[src/rtl/fetch_sequencer.sv]
// Fetch sequencer: IDLE/RUN/DONE control of the program counter and retire count.
// Ports: Clk, Reset(sync, low), Start, Instr, BranchEn, Offset, Hold -> ProgCtr, Running, Ack, InstCount.
module fetch_sequencer #(
  parameter int PC_W  = 10,
  parameter int CNT_W = 16
) (
  input  logic             Clk,
  input  logic             Reset,
  input  logic             Start,
  input  logic [8:0]       Instr,
  input  logic             BranchEn,
  input  logic [7:0]       Offset,
  input  logic             Hold,
  output logic [PC_W-1:0]  ProgCtr,
  output logic             Running,
  output logic             Ack,
  output logic [CNT_W-1:0] InstCount
);

  typedef enum logic [1:0] {
    IDLE = 2'd0,
    RUN  = 2'd1,
    DONE = 2'd2
  } state_t;

  state_t state;

  logic             is_ack;
  logic [PC_W-1:0]  pc_inc;
  logic [PC_W-1:0]  pc_br;
  logic [CNT_W-1:0] cnt_nxt;
  logic             unused_operands;

  assign is_ack = (Instr[8:5] == 4'b1111);

  // Offset is sign-extended to PC width; sums wrap modulo 2^PC_W.
  assign pc_inc = ProgCtr + PC_W'(1);
  assign pc_br  = pc_inc + PC_W'(signed'(Offset));

  // Retire counter sticks at all-ones.
  assign cnt_nxt = (&InstCount) ? InstCount
                                : InstCount + CNT_W'(1);

  assign unused_operands = ^Instr[4:0];

  always_ff @(posedge Clk) begin
    if (!Reset) begin
      state     <= IDLE;
      ProgCtr   <= '0;
      InstCount <= '0;
      Running   <= 1'b0;
      Ack       <= 1'b0;
    end else begin
      unique case (state)
        IDLE: begin
          if (Start) begin
            state   <= RUN;
            Running <= 1'b1;
          end
        end
        RUN: begin
          if (!Hold) begin
            InstCount <= cnt_nxt;
            if (is_ack) begin
              state   <= DONE;
              Running <= 1'b0;
              Ack     <= 1'b1;
            end else if (BranchEn) begin
              ProgCtr <= pc_br;
            end else begin
              ProgCtr <= pc_inc;
            end
          end
        end
        DONE: begin
          // Start must fall before another run can begin.
          if (!Start) begin
            state     <= IDLE;
            Ack       <= 1'b0;
            ProgCtr   <= '0;
            InstCount <= '0;
          end
        end
        default: begin
          state     <= IDLE;
          ProgCtr   <= '0;
          InstCount <= '0;
          Running   <= 1'b0;
          Ack       <= 1'b0;
        end
      endcase
    end
  end

endmodule

[config.mk]
export PLATFORM = sky130hd
export DESIGN_NAME = fetch_sequencer
export DESIGN_NICKNAME = d
export VERILOG_FILES = /design/src/rtl/fetch_sequencer.sv
export SDC_FILE = /design/constraint.sdc
export NUM_CORES = 1
export LEC_CHECK = 0
export CAP_MARGIN = 10
export CORE_MARGIN = 4
export CORE_UTILIZATION = 36
export DETAILED_ROUTE_END_ITERATION = 8
export PLACE_DENSITY = 0.64
export SKIP_CTS_REPAIR_TIMING = 1
export SYNTH_ARGS = -nofsm -noshare
export SYNTH_HDL_FRONTEND = slang
export SYNTH_SLANG_ARGS = --single-unit
[constraint.sdc]
create_clock -name Clk -period 4.6 [get_ports Clk]
set_input_delay 0.92 -clock Clk [delete_from_list [all_inputs] [get_ports Clk]]
set_output_delay 0.92 -clock Clk [all_outputs]
set_load 0.1 [all_outputs]
== After elaboration in Yosys (flattened, before gate mapping) ==
Index checks and enable logic that the tools add are counted.
Storage, ports and cells
  register bits after elaboration: 30
  latch bits: 0
  bits in writable memories: 0
  ROM bits: 0
  input port bits: 22
  output and inout bits: 28
  memories: 0
Cells by class
  $add $sub $neg: 3
  $mul: 0
  divide/modulo/power cells: 0
  order comparisons: 0
  eq/ne operators: 9
  shifts and indexed selects: 0
  mux-type cells: 22
  bitwise logic cells: 2
  reduce and logical (&&, ||, !) cells: 7
Operators by type and width (count)
  $mux 16: 3
  $pmux 16 s3: 1
  $mux 10: 4
  $pmux 10 s3: 1
  $reduce_and 4->1: 5
  $add 16x1->16 const B: 1
  $reduce_and 16->1: 1
  $ne 2x2->1 const B: 6
  $add 10x1->10 const B: 1
  $add 10x10->10: 1
  $mux 2: 4
  $mux 1: 6
  $pmux 1 s3: 2
  $pmux 2 s3: 1
  $eq 4x4->1 const B: 1
  $eq 2x1->1 const B: 1
  $eq 2x2->1 const B: 1
  $logic_not 2->1: 1
  $not 1->1: 2

== Logic depth before layout (Yosys ltp) ==
Gate-level depths: netlist (run 1).
  word-level depth: 6
  depth in mapped cells: 10

== Least setup slack after synthesis (run 1) ==
No wires, ideal clock.
  path type: reg2reg
  start point: register ProgCtr[2]
  end point: register ProgCtr[9]
  library setup time: 122 ps
  data arrival time: 3229 ps
  path slack: 1249 ps
  cell stages (with the launch flop): 11
  buffers on the path: 1
  cell sequence: dfxtp_1 > and4_1 > and4_1 > buf_2 > xor2_1 > ha_1 > and2_1 > and4b_1 > or3_1 > o211a_1 > a311o_1
Between the ends
  cells in the longest elaborated chain, start to end: 6
Ends and longest elaborated chain
  start: declaration: line 14  | output logic [PC_W-1:0] ProgCtr,
  start signal: assignment: line 69  | ProgCtr <= pc_br;
  start signal: assignment: line 71  | ProgCtr <= pc_inc;
  $add 10x1->10 *: line 37  | assign pc_inc = ProgCtr + PC_W'(1);
  $add 10x10->10: line 38  | assign pc_br = pc_inc + PC_W'(signed'(Offset));
  $mux 10 *: line 68  | end else if (BranchEn) begin
  $mux 10 *: line 64  | if (is_ack) begin
  $mux 10 *: line 62  | if (!Hold) begin
  $pmux 10 s3 *: line 54  | unique case (state)
Mark *: on every way between the ends. The rest lies on a longest branch, timed or not. The select of a mux whose other input is x is not followed.
A chain may end at the register's enable or synchronous reset.

== Final worst setup path (run 1) ==
  start point: input Offset[0]
  end point: register ProgCtr[6]
Between the ends
  cells in the longest elaborated chain, start to end: 5
Ends and longest elaborated chain
  start: declaration: line 12  | input logic [7:0] Offset,
  $add 10x10->10: line 38
  $mux 10: line 68
  $mux 10: line 64
  $mux 10: line 62
  $pmux 10 s3: line 54
Every way passes these cells. The select of a mux whose other input is x is not followed.

==> impl_metrics.csv, run 1 <==
group,metric,value,unit
cells_and_area,fillCellCount,522,
cells_and_area,final_cell_area,0.00251,mm²
pwr,p_leak,0.939,nW
floorplanning,dieArea,0.00663,mm²
yosys,ys_ff_latch,30,
yosys,yosys_most_used_dff,"dfxtp_1",
detailed_routing,drc,0,
floorplanning,fp-row-count,26,
floorplanning,ios,50,
critical_path,worstPathCellList,"clkdlybuf4s50_1 -> ha_1 -> fa_1 -> a21o_1 -> a21oi_1 -> o21ai_0 -> or3b_2 -> o2111ai_1 -> a21oi_1",
global_routing,grt_pass1_wl,7770,µm
critical_path,crit_arrival,3280,ps
sta,min_period,3140,ps
global_routing,grt_antenna_before_repair,0,
detailed_routing,first_pass_iters,4,
cells_and_area,fin_nets,315,
sta,maxSlewViolCount,0,
global_routing,grt_overflow,0,
global_routing,grt_usage,14.8,%
sta,fmax,0.319,GHz
sta,setup_viol,0,
critical_path,crit_type,"in2reg",
yosys,synth_edf_count,0,
critical_path,crit_top_cell,"a21oi_1",
global_routing,grt_max_degree,23,
yosys,async_flop_share,0,%
sta,hold_viol,0,
yosys,syn_area_per_cell,8.18,µm²
cells_and_area,drive_above_1_share,4.64,%
min_path,hold-path-cell-count,2,
pwr,ir_drop,0.155,mV
detailed_routing,avgViaCountPerCell,5.32,
critical_path,rr_worst_depth,9,
cells_and_area,area_growth,29.3,%
critical_path,crit_path_top_delay_cell,"or3b_2",
sta,rsz0062_at_grt,"false",
outcome,status,"complete, no violations",
min_path,hold_path_class,"reg2reg",
cells_and_area,layout_common_cells,"44 x clkdlybuf4s50_1, 30 x dfxtp_1, 27 x nor2_1",
placement,hpwl,3470,µm
placement,dpl-instance-area,0.00242,mm²
critical_path,end_kind,"flip-flop",
clock_tree,cts_max_level,2,
yosys,synth_top_cell_by_area,"dfxtp_1",
floorplanning,initial_core_util,37.5,%
pwr,switchingPower,0.184,mW
clock_tree,cts_tree,"done",
floorplanning,coreArea,0.00517,mm²
yosys,synth_top_area_share,31.0,%
clock_tree,cts.root.buffer_cell,"clkbuf_8",
pwr,power_frac_comb,22.7,%
critical_path,cp_slowest_stage_delay,490,ps
floorplanning,dieHeight,81.4,µm
sta,timing.slew.headroom,35.0,%
detailed_routing,dr.first_iter.drc_count,121,
pwr,p_per_area,241,mW/mm²
critical_path,crit_fanout,3,
pwr,p_int,0.421,mW
pwr,pwr-share-seq,45.5,%
yosys,ys_warn_count,0,
detailed_routing,wirelength,4620,µm
sta,clock_skew,6.44,ps
critical_path,startpoint_type,"input pin",
global_routing,grt_pass1_vias,1669,
clock_tree,clk_pin_slew,60,ps
sta,fin_setup_tns,0,ps
detailed_routing,via_count,1863,
yosys,syn_inst,237,
yosys,seq_area_frac_synth,31.0,%
clock_tree,clk-insertion-delay-late,270,ps
sta,finalCritPeriodShare,68.2,%
detailed_routing,wl_per_cell,13.2,µm
clock_tree,clkSinkCount,30,
placement,gp_congestion,0.790,
pwr,swShare,30.4,%
yosys,synth_cell_types,46,
sta,worst_slew_pin_slew,972,ps
critical_path,cp.required,4740,ps
yosys,syn_area,0.00194,mm²
cells_and_area,mostFrequentLayoutCell,"clkdlybuf4s50_1",
clock_tree,clockBufferDepth,2,
floorplanning,die_x,81.4,µm
yosys,syn-num-nets,272,
clock_tree,cts_buffers,5,
detailed_routing,drtAntennaViolNets,0,
placement,port_buffers,44,
cells_and_area,diodes,0,
pwr,clkPwrFrac,31.8,%
flow_run,drv_cap,0,
yosys,synth.area.top_cells,"dfxtp_1 31%, ha_1 7.7%, xor2_1 5.4%",
==> per-stage QoR <==
stage,util (%),cells,setup WS [ps],hold slack [ps],power [mW]
3_5_place_dp,46.9,342,1190,477,0.418
2_1_floorplan,-,237,1250,510,0.376
4_1_cts,48.3,349,1460,487,0.610
3_3_place_gp,46.9,342,1210,469,0.417
6_report,48.5,350,1460,490,0.605
5_1_grt,48.5,350,1320,507,0.635
==> power groups by stage <==
| stage | Combinational [mW] | Clock, mW | Sequential (mW) |
|---|---|---|---|
| 6_report | 0.137 | 0.192 | 0.275 |
| 5_1_grt | 0.150 | 0.209 | 0.277 |
| 4_1_cts | 0.137 | 0.198 | 0.275 |
| 3_5_place_dp | 0.137 | 0 | 0.281 |
| 3_3_place_gp | 0.136 | 0 | 0.281 |
| 2_1_floorplan | 0.0588 | 0 | 0.318 |
==> area by class of cell <==
cell class                 instances  area, µm²  area share, %
clock buffer                       7       76.3           3.04
inverter                           4       15.0          0.599
multi-input combinational        194       1280           51.0
sequential                        30        601           24.0
tap                               70       87.6           3.49
timing repair buffer              45        448           17.9
==> synth_stat cells, drive strengths merged, types with 2 or more instances <==
master / count
a21o: 5
and4: 7
a211oi: 4
clkbuf: 6
nor2b: 3
xor2: 12
a31oi: 4
nor4: 2
nor3: 3
buf: 3
o21ai: 16
xnor2: 8
and3: 5
nand4: 6
nand2: 17
or3: 7
mux2i: 2
dfxtp: 30
a22oi: 4
inv: 4
nand3: 14
ha: 12
nand2b: 4
nor2: 27
a21oi: 15
==> worst paths after layout <==
path | start | endpoint | slack, ps
worst max-delay path | Offset[0] | ProgCtr[6]$_SDFFE_PN0P_ | 1460
worst min-delay path | Ack$_SDFFE_PN0P_ | Ack$_SDFFE_PN0P_ | 490
worst max register to register | ProgCtr[0]$_SDFFE_PN0P_ | ProgCtr[9]$_SDFFE_PN0P_ | 1730
worst min register to register | Ack$_SDFFE_PN0P_ | Ack$_SDFFE_PN0P_ | 490
==> worst max-delay path: cells and delay by family <==
family	cells	cell delay (ps)
AOI/OAI and AO/OA	5	820
adders and majority gates	2	640
and+or+nand+nor	1	490
buffers and inverters	1	400
==> registers in the layout, indices dropped and copies added, names as in the netlist <==
register and count:
state 2, InstCount 16, Running 1, Ack 1, ProgCtr 10
==> metal layers <==
metal	vias to the layer above	routed length [µm]	track usage [%]
met5	-	0	0
met4	0	49	4.05
met3	5	176	2.77
met2	33	2000	21.3
met1	870	2390	22.3
li1	955	-	-
==> kinds of logic (layout without fill, tap and decap cells) <==
family	count (synthesis)	in the layout	synth area share, %
AND/OR/NAND/NOR	100	100	27.3
AO/OA/AOI/OAI	58	58	19.3
flip-flops	30	30	31.0
XOR/XNOR	20	20	9.03
adder cells (fa/ha/maj)	13	13	8.77
buffers and inverters	13	56	3.03
multiplexers	3	3	1.61
(Power assumes the default switching activity.)
==> run 2, diff against run 1 <==
--- a/config.mk
+++ b/config.mk
@@ -9,7 +9,7 @@
 export CORE_MARGIN = 4
 export CORE_UTILIZATION = 36
 export DETAILED_ROUTE_END_ITERATION = 8
-export PLACE_DENSITY = 0.64
+export PLACE_DENSITY = 0.66
 export SKIP_CTS_REPAIR_TIMING = 1
 export SYNTH_ARGS = -nofsm -noshare
 export SYNTH_HDL_FRONTEND = slang
==> constraint.sdc (replaced) <==
create_clock -name Clk -period 2.7 [get_ports Clk]
set_input_delay 0.54 -clock Clk [delete_from_list [all_inputs] [get_ports Clk]]
set_output_delay 0.54 -clock Clk [all_outputs]
set_load 0.1 [all_outputs]
==> run 2 against run 1 <==
Effect of this change:
- non-clock buffer count is 11 higher
- total power is 78% higher
- global-route usage is 0.25 points lower
- setup slack worse by 1400 ps
- hold slack worse by 0.86 ps
- register-to-register slack worse by 1600 ps
- critical path depth is 1 higher
- wire length is 4.3% higher
- clock power is 88% higher
- sequential power is 69% higher
- critical path type is now reg2reg
- via count is 0.97% higher
- clock-buffer cell count stayed put
==> impl_metrics.csv, run 2 (synthesis results as in run 1) <==
group,metric,value,unit
pwr,p_per_area,417,mW/mm²
floorplanning,fp-row-count,26,
placement,hpwl,3700,µm
cells_and_area,fin_nets,326,
outcome,status,"complete, no violations",
clock_tree,cts_max_level,2,
sta,fin_setup_tns,0,ps
floorplanning,dieArea,0.00663,mm²
global_routing,grt_overflow,0,
sta,timing.slew.headroom,59.6,%
detailed_routing,wirelength,4810,µm
cells_and_area,seqCellArea,626,µm²
detailed_routing,via_count,1881,
sta,clock_skew,6.08,ps
detailed_routing,wl_per_cell,13.3,µm
placement,gp_congestion,0.781,
cells_and_area,mostFrequentLayoutCell,"buf_4",
sta,fin_ws,104,ps
detailed_routing,avgViaCountPerCell,5.20,
sta,maxSlewViolCount,0,
global_routing,grt_usage,14.6,%
detailed_routing,first_pass_iters,4,
flow_run,drv_cap,0,
global_routing,grt_pass1_vias,1733,
cells_and_area,largest_register,"InstCount",
critical_path,cp_slowest_stage_delay,390,ps
cells_and_area,diodes,0,
sta,worst_slew_pin_slew,603,ps
sta,hold_viol,0,
pwr,p_leak,1.07,nW
clock_tree,clk-insertion-delay-late,270,ps
floorplanning,ios,50,
sta,min_period,2600,ps
sta,setup_viol,0,
cells_and_area,area_growth,32.8,%
clock_tree,cts.root.buffer_cell,"clkbuf_8",
critical_path,cp.required,2860,ps
critical_path,crit_fanout,8,
cells_and_area,layout_common_cells,"40 x buf_4, 27 x nor2_1, 22 x dfxtp_1",
floorplanning,die_x,81.4,µm
floorplanning,dieHeight,81.4,µm
critical_path,crit_type,"reg2reg",
critical_path,crit_top_cell,"ha_1",
global_routing,grt_antenna_before_repair,0,
floorplanning,initial_core_util,37.5,%
pwr,ir_drop,0.245,mV
global_routing,grt_pass1_wl,7780,µm
placement,pre_cts_slack,-174,ps
placement,dpl-instance-area,0.00246,mm²
detailed_routing,drtAntennaViolNets,0,
critical_path,end_kind,"flip-flop",
placement,port_buffers,44,
clock_tree,clockBufferDepth,2,
critical_path,critPathBufInv,0,
cells_and_area,fillCellCount,511,
critical_path,crit_arrival,2760,ps
clock_tree,cts_tree,"done",
sta,fmax,0.385,GHz
detailed_routing,dr.first_iter.drc_count,101,
min_path,hold_path_class,"reg2reg",
critical_path,worstPathCellList,"ha_1 -> nand2_1 -> xnor2_2 -> ha_1 -> a21o_1 -> a31oi_1 -> o21ai_0 -> or3_1 -> o211a_1 -> a311o_1",
cells_and_area,multi_input_area,0.00130,mm²
sta,finalCritPeriodShare,96.2,%
critical_path,startpoint_type,"flip-flop",
cells_and_area,drive_above_1_share,22.3,%
clock_tree,clkSinkCount,30,
cells_and_area,final_cell_area,0.00258,mm²
clock_tree,clk_pin_slew,60,ps
global_routing,grt_max_degree,21,
sta,whs,489,ps
cells_and_area,top_regs,"InstCount x16, ProgCtr x10, state x2",
critical_path,crit_family,"compound AO/OA/AOI/OAI gates",
cells_and_area,largest_register_ffs,16,
detailed_routing,drc,0,
clock_tree,cts_buffers,5,
critical_path,crit_path_top_delay_cell,"dfxtp_4",
floorplanning,coreArea,0.00517,mm²
run 2: changes by cell type in the layout (fill, tap and decap cells not counted), moves of 2 or more:
| cell | previous run | this run |
|---|---|---|
| buf_4 | 1 | 40 |
| clkdlybuf4s50_1 | 44 | 16 |
| dfxtp_1 | 30 | 22 |
| dfxtp_2 | 0 | 2 |
| dfxtp_4 | 0 | 6 |
run 2: through the flow:
stage	total power [mW]	utilization [%]	cells
5_1_grt	1.13	49.8	362
3_3_place_gp	0.718	47.6	353
4_1_cts	1.08	49.3	361
2_1_floorplan	0.639	-	237
6_report	1.07	49.8	362
3_5_place_dp	0.721	47.6	353
run 2: layer usage:
layer  share of wire, %  global-route usage, %  vias to the layer above
li1                   -                      -                      978
met1                 48                   19.6                      867
met2                 47                   24.5                       31
met3                3.5                   2.11                        5
met4               0.87                   3.38                        0
met5                  0                      0                        -
run 2: where the power goes:
group          internal (mW)  total [mW]  switching [mW]
clock                  0.205       0.360           0.154
combinational         0.0963       0.248           0.151
sequential             0.451       0.466          0.0157
run 2: cell type report:
| cell class | instances | share of cell area (%) |
|---|---|---|
| Tap cell | 70 | 3.40 |
| Clock buffer | 7 | 3.35 |
| Inverter | 4 | 0.583 |
| Clock inverter | 1 | 0.194 |
| Sequential cell | 30 | 24.3 |
| Timing Repair Buffer | 56 | 17.9 |
| Multi-Input combinational cell | 194 | 50.3 |
run 2: final timing paths:
check                          start                       to  slack [ps]  cells after the start
min                 Ack$_SDFFE_PN0P_         Ack$_SDFFE_PN0P_         490                      2
max          ProgCtr[0]$_SDFFE_PN0P_  ProgCtr[9]$_SDFFE_PN0P_         100                     10
min reg2reg         Ack$_SDFFE_PN0P_         Ack$_SDFFE_PN0P_         490                      2
max reg2reg  ProgCtr[0]$_SDFFE_PN0P_  ProgCtr[9]$_SDFFE_PN0P_         100                     10
run 2: worst register-to-register path, stage by stage (launching register included):
cell	delay [ps]
dfxtp_4	390
ha_1	280
nand2_1	130
xnor2_2	160
ha_1	310
a21o_1	180
a31oi_1	150
o21ai_0	130
or3_1	380
o211a_1	120
a311o_1	270
==> run 3, diff against run 2 <==
--- a/config.mk
+++ b/config.mk
@@ -10,7 +10,7 @@
 export CORE_UTILIZATION = 36
 export DETAILED_ROUTE_END_ITERATION = 8
 export PLACE_DENSITY = 0.66
-export SKIP_CTS_REPAIR_TIMING = 1
+export RECOVER_POWER = 100
 export SYNTH_ARGS = -nofsm -noshare
 export SYNTH_HDL_FRONTEND = slang
 export SYNTH_SLANG_ARGS = --single-unit
==> run 3 against run 2 <==
Effect of this change:
- design area shrank 4.2%
- wire length shrank 0.52%
- clock power is essentially flat
- die area is the same
- via count grew 0.37%
- hold slack lost 4.2 ps
- sequential share of layout area grew 1.1 points
- combinational power shrank 4%
- largest power group unchanged
- sequential power is essentially flat
- largest cell class unchanged
- highest routed layer unchanged
==> impl_metrics.csv, run 3 (synthesis results as in run 1) <==
group,metric,value,unit
cells_and_area,fin_nets,326,
sta,min_period,2590,ps
sta,maxSlewViolCount,0,
clock_tree,clockBufferDepth,2,
sta,fmax,0.386,GHz
sta,setup_viol,0,
clock_tree,clkSinkCount,30,
critical_path,crit_top_cell,"ha_1",
pwr,p_int,0.743,mW
pwr,ir_drop,0.245,mV
critical_path,crit_arrival,2750,ps
pwr,clkPwrFrac,33.8,%
outcome,status,"complete, no violations",
detailed_routing,wirelength,4790,µm
critical_path,crit_type,"reg2reg",
clock_tree,cts_tree,"done",
placement,placedCellCount,353,
detailed_routing,first_pass_iters,4,
cells_and_area,area_growth,27.2,%
floorplanning,ios,50,
critical_path,crit_fanout,8,
clock_tree,cts_setup_buffers,0,
placement,gp_congestion,0.781,
global_routing,grt_max_degree,21,
sta,finalCritPeriodShare,95.9,%
flow_run,drv_cap,0,
detailed_routing,drc,0,
sta,fin_setup_tns,0,ps
floorplanning,dieArea,0.00663,mm²
pwr,switchingPower,0.320,mW
cells_and_area,seqCellArea,626,µm²
pwr,swShare,30.1,%
cells_and_area,drive_above_1_share,12.3,%
clock_tree,cts_max_level,2,
cells_and_area,fillCellCount,542,
floorplanning,initial_core_util,37.5,%
cells_and_area,multi_input_area,0.00130,mm²
detailed_routing,wl_per_cell,13.2,µm
clock_tree,cts_buffers,5,
pwr,power_frac_comb,22.4,%
critical_path,crit_family,"compound AO/OA/AOI/OAI gates",
critical_path,critPathBufInv,0,
cells_and_area,mostFrequentLayoutCell,"clkbuf_1",
clock_tree,clk_pin_slew,60,ps
min_path,hold_path_class,"reg2reg",
floorplanning,coreArea,0.00517,mm²
detailed_routing,via_count,1888,
critical_path,cp.required,2860,ps
cells_and_area,fin_cells,362,
detailed_routing,dr.first_iter.drc_count,124,
global_routing,grt_overflow,0,
critical_path,crit_path_top_delay_cell,"dfxtp_4",
floorplanning,die_x,81.4,µm
detailed_routing,avgViaCountPerCell,5.22,
critical_path,cp_slowest_stage_delay,390,ps
global_routing,grt_pass1_wl,7780,µm
cells_and_area,layout_common_cells,"30 x clkbuf_1, 27 x nor2_1, 22 x dfxtp_1",
cells_and_area,diodes,0,
cells_and_area,largest_register,"InstCount",
critical_path,worstPathCellList,"ha_1 -> nand2_1 -> xnor2_2 -> ha_1 -> a21o_1 -> a31oi_1 -> o21ai_0 -> or3_1 -> o211a_1 -> a311o_1",
sta,hold_viol,0,
global_routing,grt_antenna_before_repair,0,
global_routing,grt_usage,14.6,%
cells_and_area,largest_register_ffs,16,
placement,hpwl,3700,µm
detailed_routing,drtAntennaViolNets,0,
placement,port_buffers,44,
pwr,p_leak,0.950,nW
clock_tree,clk-insertion-delay-late,270,ps
critical_path,startpoint_type,"flip-flop",
floorplanning,dieHeight,81.4,µm
pwr,pwr-share-seq,43.8,%
floorplanning,fp-row-count,26,
critical_path,reg2reg_slack,110,ps
sta,worst_slew_pin_slew,1170,ps
cells_and_area,top_regs,"InstCount x16, ProgCtr x10, state x2",
critical_path,end_kind,"flip-flop",
global_routing,grt_pass1_vias,1733,
sta,timing.slew.headroom,22.2,%
clock_tree,cts.root.buffer_cell,"clkbuf_8",
pwr,p_per_area,431,mW/mm²
sta,clock_skew,5.08,ps
==> run 3: cell count changes in the layout (fill, tap and decap cells not counted) <==
cell	before	now
clkbuf_4	0	1
a21boi_0	0	1
dlygate4sd3_1	0	3
a21boi_1	1	0
clkdlybuf4s50_1	16	13
clkbuf_1	1	30
buf_4	40	10
==> run 3: what timing repair did <==
| action | 4_1_cts | 5_1_grt |
|---|---|---|
| gates resized for setup | 0 | 4 |
| endpoints found under the setup margin | 0 | 3 |
| hold buffers | 0 | 0 |
==> run 3: worst paths after layout <==
| path | startpoint | end | depth (start not counted) |
|---|---|---|---|
| min | Ack$_SDFFE_PN0P_ | Ack$_SDFFE_PN0P_ | 2 |
| max | ProgCtr[0]$_SDFFE_PN0P_ | ProgCtr[9]$_SDFFE_PN0P_ | 10 |
| min reg2reg | Ack$_SDFFE_PN0P_ | Ack$_SDFFE_PN0P_ | 2 |
| max reg2reg | ProgCtr[0]$_SDFFE_PN0P_ | ProgCtr[9]$_SDFFE_PN0P_ | 10 |
==> run 3: worst reg2reg max path, stage by stage, from the launching register on <==
cell and delay, ps:
dfxtp_4 390, ha_1 270, nand2_1 130, xnor2_2 160, ha_1 310, a21o_1 180
a31oi_1 150, o21ai_0 130, or3_1 380, o211a_1 120, a311o_1 270
==> run 3: routing by layer <==
layer	GRT usage (%)	vias up	wire (µm)
met2	24.5	34	2260
met5	0	-	0
li1	-	978	-
met4	3.38	0	42
met1	19.6	871	2260
met3	2.11	5	222
==> run 3: power groups by stage <==
| stage | Combinational [mW] | Clock [mW] | Sequential [mW] |
|---|---|---|---|
| global route | 0.259 | 0.394 | 0.468 |
| global placement | 0.243 | 0 | 0.475 |
| detailed placement | 0.245 | 0 | 0.476 |
| CTS | 0.246 | 0.371 | 0.466 |
| finish | 0.238 | 0.359 | 0.466 |
| floorplan | 0.100 | 0 | 0.539 |
==> run 3: layout make-up <==
| cell class | count | area share, % |
|---|---|---|
| Clock buffer | 7 | 3.50 |
| Inverter | 4 | 0.609 |
| Clock inverter | 1 | 0.203 |
| Tap cell | 70 | 3.55 |
| Timing Repair Buffer | 56 | 14.2 |
| Sequential cell | 30 | 25.4 |
| Multi-Input combinational cell | 194 | 52.5 |
==> run 3: through the flow <==
step | utilization (%) | setup slack, ps | power, mW | area (µm²) | hold WS [ps]
finish | 47.7 | 110 | 1.06 | 2470 | 485
floorplan | - | 10.2 | 0.639 | 1960 | 510
CTS | 49.3 | 105 | 1.08 | 2550 | 483
global route | 47.7 | -0.851 | 1.12 | 2470 | 510
global placement | 47.6 | -162 | 0.718 | 2460 | 472
detailed placement | 47.6 | -174 | 0.721 | 2460 | 471
